===== config.mk =====
export PLATFORM = sky130hd
export DESIGN_NAME = uart_word_tx
export DESIGN_NICKNAME = d
export VERILOG_FILES = /design/src/rtl/uart_word_tx.sv
export SDC_FILE = /design/constraint.sdc
export NUM_CORES = 1
export LEC_CHECK = 0
export CORE_MARGIN = 3
export CORE_UTILIZATION = 58
export DETAILED_ROUTE_END_ITERATION = 10
export PLACE_DENSITY = 0.92
export RECOVER_POWER = 25
export SLEW_MARGIN = 30
export SYNTH_ARGS = -nofsm -noshare
export SYNTH_HDL_FRONTEND = slang
export SYNTH_SLANG_ARGS = --single-unit
export TNS_END_PERCENT = 30

===== constraint.sdc =====
create_clock -name clk -period 4.35 [get_ports clk]
set_input_delay 0.87 -clock clk [delete_from_list [all_inputs] [get_ports clk]]
set_output_delay 0.87 -clock clk [all_outputs]
set_load 0.005 [all_outputs]

===== src/rtl/uart_word_tx.sv =====
// uart_word_tx: serialises a LENGTH-bit word onto a UART line as LENGTH/8
// back-to-back byte frames, least-significant byte first.
//
// Frame: start bit (0), 8 data bits LSB first, optional even-parity bit,
// stop bit (1). Every bit lasts CLKS_PER_BIT clk cycles.
//
// Optional feature: define UART_TX_PARITY_EN to insert an even-parity bit
// (XOR of the 8 data bits) between the last data bit and the stop bit.
// Without the macro the parity state and logic do not exist.
//
// Parameters:
//   LENGTH        word width in bits, nonzero multiple of 8
//   CLKS_PER_BIT  clk cycles per UART bit, >= 2
//
// Ports:
//   clk    in   sole clock, rising edge
//   rst    in   asynchronous active-low reset
//   start  in   transmit request, sampled only in IDLE
//   data   in   word to transmit, latched when start is accepted
//   tx     out  registered serial line, idle high
//   busy   out  high while a word is in flight
//   done   out  one-cycle pulse on the cycle the FSM re-enters IDLE

module uart_word_tx #(
    parameter int unsigned LENGTH       = 32,
    parameter int unsigned CLKS_PER_BIT = 5208
) (
    input  logic              clk,
    input  logic              rst,
    input  logic              start,
    input  logic [LENGTH-1:0] data,
    output logic              tx,
    output logic              busy,
    output logic              done
);

    localparam int unsigned NBYTES = LENGTH / 8;
    localparam int unsigned BAUD_W = (CLKS_PER_BIT > 1) ? $clog2(CLKS_PER_BIT) : 1;
    localparam int unsigned BYTE_W = (NBYTES > 1) ? $clog2(NBYTES) : 1;

    localparam logic [BAUD_W-1:0] BAUD_LAST = BAUD_W'(CLKS_PER_BIT - 1);
    localparam logic [BYTE_W-1:0] BYTE_LAST = BYTE_W'(NBYTES - 1);

    // Parameter legality is checked at elaboration time.
    if ((LENGTH == 0) || ((LENGTH % 8) != 0)) begin : g_bad_length
        $error("uart_word_tx: LENGTH must be a nonzero multiple of 8");
    end
    if (CLKS_PER_BIT < 2) begin : g_bad_baud
        $error("uart_word_tx: CLKS_PER_BIT must be at least 2");
    end

`ifdef UART_TX_PARITY_EN
    typedef enum logic [2:0] {
        StIdle,
        StStart,
        StData,
        StParity,
        StStop
    } state_e;
`else
    typedef enum logic [2:0] {
        StIdle,
        StStart,
        StData,
        StStop
    } state_e;
`endif

    state_e              state_q, state_d;
    logic [BAUD_W-1:0]   baud_q, baud_d;
    logic [2:0]          bit_q, bit_d;
    logic [BYTE_W-1:0]   byte_q, byte_d;
    logic [LENGTH-1:0]   shreg_q, shreg_d;
    logic                tx_q, tx_d;
    logic                done_q, done_d;
    logic                last_tick;

    // Last cycle of the current bit period.
    assign last_tick = (baud_q == BAUD_LAST);

    // Next-state logic. The baud counter restarts on every transition,
    // including the per-bit advance inside DATA.
    always_comb begin
        state_d = state_q;
        baud_d  = baud_q + BAUD_W'(1);
        bit_d   = bit_q;
        byte_d  = byte_q;
        shreg_d = shreg_q;
        done_d  = 1'b0;

        case (state_q)
            StIdle: begin
                baud_d = '0;
                if (start) begin
                    shreg_d = data;
                    bit_d   = '0;
                    byte_d  = '0;
                    state_d = StStart;
                end
            end

            StStart: begin
                if (last_tick) begin
                    baud_d  = '0;
                    bit_d   = '0;
                    state_d = StData;
                end
            end

            StData: begin
                if (last_tick) begin
                    baud_d = '0;
                    if (bit_q == 3'd7) begin
`ifdef UART_TX_PARITY_EN
                        state_d = StParity;
`else
                        state_d = StStop;
`endif
                    end else begin
                        bit_d = bit_q + 3'd1;
                    end
                end
            end

`ifdef UART_TX_PARITY_EN
            StParity: begin
                if (last_tick) begin
                    baud_d  = '0;
                    state_d = StStop;
                end
            end
`endif

            StStop: begin
                if (last_tick) begin
                    baud_d = '0;
                    // Expose the next byte in the low 8 bits.
                    shreg_d = shreg_q >> 8;
                    if (byte_q == BYTE_LAST) begin
                        byte_d  = '0;
                        done_d  = 1'b1;
                        state_d = StIdle;
                    end else begin
                        // Next start bit follows the stop bit directly.
                        byte_d  = byte_q + BYTE_W'(1);
                        state_d = StStart;
                    end
                end
            end

            default: begin
                state_d = StIdle;
                baud_d  = '0;
            end
        endcase
    end

    // tx is registered: it carries the bit belonging to the next state, so
    // the line changes on the same edge as the FSM.
    always_comb begin
        tx_d = 1'b1;
        case (state_d)
            StIdle:   tx_d = 1'b1;
            StStart:  tx_d = 1'b0;
            StData:   tx_d = shreg_d[bit_d];
`ifdef UART_TX_PARITY_EN
            StParity: tx_d = ^shreg_d[7:0];
`endif
            StStop:   tx_d = 1'b1;
            default:  tx_d = 1'b1;
        endcase
    end

    always_ff @(posedge clk or negedge rst) begin
        if (!rst) begin
            state_q <= StIdle;
            baud_q  <= '0;
            bit_q   <= '0;
            byte_q  <= '0;
            shreg_q <= '0;
            tx_q    <= 1'b1;
            done_q  <= 1'b0;
        end else begin
            state_q <= state_d;
            baud_q  <= baud_d;
            bit_q   <= bit_d;
            byte_q  <= byte_d;
            shreg_q <= shreg_d;
            tx_q    <= tx_d;
            done_q  <= done_d;
        end
    end

    assign tx   = tx_q;
    assign busy = (state_q != StIdle);
    assign done = done_q;

endmodule


==> run_results.csv <==
group,metric,value,unit
cells_and_area,final_core_util,71.86,%
logic_synthesis,synth_compound_area_share,16.93,%
worst_setup_path,crit_path_start_kind,"primary input",
global_routing,grt_pass1_vias,1871,
sta,fin_crit,3.106,ns
sta,min_period_over_period,71.41,%
clock_network,cts_tree,"done",
placed_design,hpwl,3.659,mm
min_path,min_to,"shreg_q[5]",
sta,setup-tns-final,0,ns
clock_network,clockBufferDepth,2,
clock_network,h-tree-depth,2,
logic_synthesis,ys_seq_area_share,51.76,%
global_routing,grt_pass1_wl,8.769,mm
logic_synthesis,synthCells,262,
clock_network,clock_sinks,55,
cells_and_area,drive_above_1_share,7.692,%
sta,finClkSkew,0.01157,ns
sta,final_hold_viol_count,0,
clock_network,root_buffer,"clkbuf_8",
logic_synthesis,syn_nets,300,
route,drt_wl_total,5.277,mm
power,power_switching,258.6,µW
min_path,holdPathStages,1,
power,intPower,747.3,µW
worst_setup_path,r2r_setup_slack,1.40,ns
logic_synthesis,synth_seq_cells,55,
power,peakVddDrop,0.2662,mV
sta,rsz0062_at_grt,"no",
power,switching_share,25.71,%
route,route.detailed.drc,0,
power,p_comb_share,13.1,%
worst_setup_path,path_delay_family,"buffers and inverters",
floorplanning,die_y,73.74,µm
sta,tightest_slew,2.781,ns
route,drt-wirelength-per-cell,15.03,µm
worst_setup_path,cp.required,4.17,ns
route,via_count,1995,
cells_and_area,fin_cells,351,
route,initialDrtViolationCount,213,
route,ant_nets,0,
sta,worst_slack,1.244,ns
sta,slew_headroom,-85.38,%
floorplanning,start_util,60.70,%
sta,slew_viol_final,56,
worst_setup_path,cp.arrival,2.93,ns
logic_synthesis,yosys_warnings,0,
worst_setup_path,path_max_fanout,55,
cells_and_area,multi_input_area,1205,µm²
logic_synthesis,synthSimpleGateAreaFrac,22.00,%
sta,setup_violations,0,
clock_network,post_cts_buffers,0,
floorplanning,die_w,73.74,µm
worst_setup_path,worst-r2r-cell-count,10,
cells_and_area,antennaDiodeCount,0,
floorplanning,row_count,24,
logic_synthesis,netlist_area,2661,µm²
clock_network,numCtsBuffers,5,
power,finalPower,1.006,mW
worst_setup_path,critPathCaptureType,"asynchronous set/reset pin",
power,power_density,319.3,nW/µm²
power,p_seq_share,59.1,%
worst_setup_path,r2r-start,"baud_q[0]",
logic_synthesis,synth.top_cell.area_share,50.78,%
sta,fmax,0.3219,GHz
logic_synthesis,syn_area_per_cell,10.16,µm²
logic_synthesis,ys_async_sr_fraction,100.0,%
clock_network,path_clk_slew,0.10,ns
min_path,hp-class,"register to register",
worst_setup_path,path_buf_inv,2,
logic_synthesis,ys_types,45,
route,drtPass1Iterations,4,
global_routing,grt_overflow_total,0,
route,routed_via_density,5.684,
cells_and_area,area_growth,18.38,%
clock_network,clkLatencyLatePin,0.31,ns
clock_network,cts_hold_buf,0,
worst_setup_path,startpoint,"rst",
clock_network,ctsResizeCount,0,
worst_setup_path,regToRegEndpoint,"tx",
worst_setup_path,crit_type,"primary input to asynchronous set/reset pin",
floorplanning,die_area,5438,µm²
global_routing,grt_antenna_before_repair,0,
cells_and_area,seqCellArea,1378,µm²
placed_design,dp.cells,343,
placed_design,post-place-ws,1.140,ns
power,pwr-share-clk,27.8,%
cells_and_area,nFillCells,303,
cells_and_area,fin_area,3151,µm²
sta,holdWs,0.4829,ns
global_routing,grt_max_degree,56,
job,maxCapViolations,1,
logic_synthesis,synth_top_family_by_area,"simple AND/OR/NAND/NOR gates",
worst_setup_path,crit_path_top_delay_cell,"clkbuf_1",
placed_design,globalplace.congestion,0.8176,
logic_synthesis,synth.largest_area_cell,"dfrtp_1",
worst_setup_path,crit_chain,"buf_2 > clkbuf_1",
logic_synthesis,synthMuxAreaShare,0.8463,%
floorplanning,io_pins,38,
logic_synthesis,synthXorXnorAreaFrac,3.949,%
status,status,"complete, but fails checks",
worst_setup_path,cpPeakStageDelay,1.96,ns
status,violations,"capacitance limit, slew limit",
logic_synthesis,synth-edff-count,0,
worst_setup_path,path_depth,2,
floorplanning,core,4384,µm²
min_path,min_from,"shreg_q[5]",
logic_synthesis,synth_fa_ha_area_share,1.410,%
logic_synthesis,synth_top_flop_cell,"dfrtp_1",
placed_design,placedInstanceArea,3065,µm²
placed_design,portBuffers,37,
logic_synthesis,synth.area.top_cells,"dfrtp_1, nand2_1, a22oi_1, nor2_1, xor2_1",
cells_and_area,layout.nets,336,
global_routing,grt_usage,21.09,%
power,power_leakage,1.401,nW
## power groups by stage
stage               logic (mW)  clock network (mW)  registers [mW]
floorplan               0.0768                   0           0.593
global placement         0.128                   0           0.601
detailed placement       0.132                   0           0.605
CTS                      0.133               0.287           0.594
global route             0.150               0.310           0.600
finish                   0.132               0.279           0.595
## area by class of cell
cell class | count | area share (%)
clock buffers | 6 | 2.303
clock inverters | 2 | 0.5163
inverters | 6 | 0.7149
multi-input cells | 189 | 38.24
flip-flops and latches | 55 | 43.73
well taps | 52 | 2.065
repair buffers | 41 | 12.43
## kinds of logic after synthesis
logic type / after synthesis
compound gates: 58
buf+inv: 18
simple gates: 113
mux: 2
fa+ha+maj: 3
flops: 55
other cells: 1
xor+xnor: 12
## per-layer routing
metal	global-route usage (%)	wire, µm	up-vias
li1	-	-	980
met1	29.61	2374	962
met2	32.28	2599	46
met3	4.651	233	7
met4	7.243	70	0
met5	0	0	-
## registers in the layout, summed over array words and instances, names as in the netlist
register  flops
shreg_q      32
baud_q       13
bit_q         3
state_q       3
byte_q        2
done          1
tx            1
## how the worst max path moves through the flow
stage / endpoint / slack (ns)
2_1_floorplan: tx / 1.87
3_3_place_gp: tx / 1.22
3_5_place_dp: tx / 1.14
4_1_cts: tx / 1.42
5_1_grt: baud_q[0] / 0.67
6_report: baud_q[0] / 1.24
## cell usage after synthesis (all sizes together), types with 3 or more instances
| cell | number |
|---|---|
| a211oi | 3 |
| a22o | 5 |
| nor2b | 3 |
| nand3 | 9 |
| and2 | 4 |
| a22oi | 17 |
| xor2 | 7 |
| nand4bb | 4 |
| a21oi | 3 |
| nand2b | 3 |
| buf | 3 |
| xnor2 | 5 |
| o21ai | 10 |
| nor2 | 21 |
| ha | 3 |
| nor3 | 3 |
| clkbuf | 9 |
| a21o | 7 |
| dfrtp | 54 |
| nand2 | 60 |
| a31oi | 3 |
| inv | 6 |
## layout by cell type (no fill, tap or decap), types with 3 or more instances in the layout
cell type | netlist | final
a22o_1 | 5 | 5
a21oi_1 | 3 | 3
clkbuf_8 | 0 | 5
nand2b_1 | 3 | 3
ha_1 | 3 | 3
inv_1 | 6 | 6
nand2_1 | 60 | 60
a22oi_1 | 17 | 17
a21o_1 | 7 | 7
buf_4 | 1 | 3
dfrtp_1 | 54 | 54
and2_1 | 4 | 4
o21ai_0 | 10 | 10
nor2b_1 | 3 | 3
xnor2_1 | 5 | 5
clkdlybuf4s50_1 | 0 | 36
xor2_1 | 7 | 7
a31oi_1 | 3 | 3
nand3_1 | 9 | 9
nor2_1 | 21 | 21
Power figures use the tool's default switching activity.
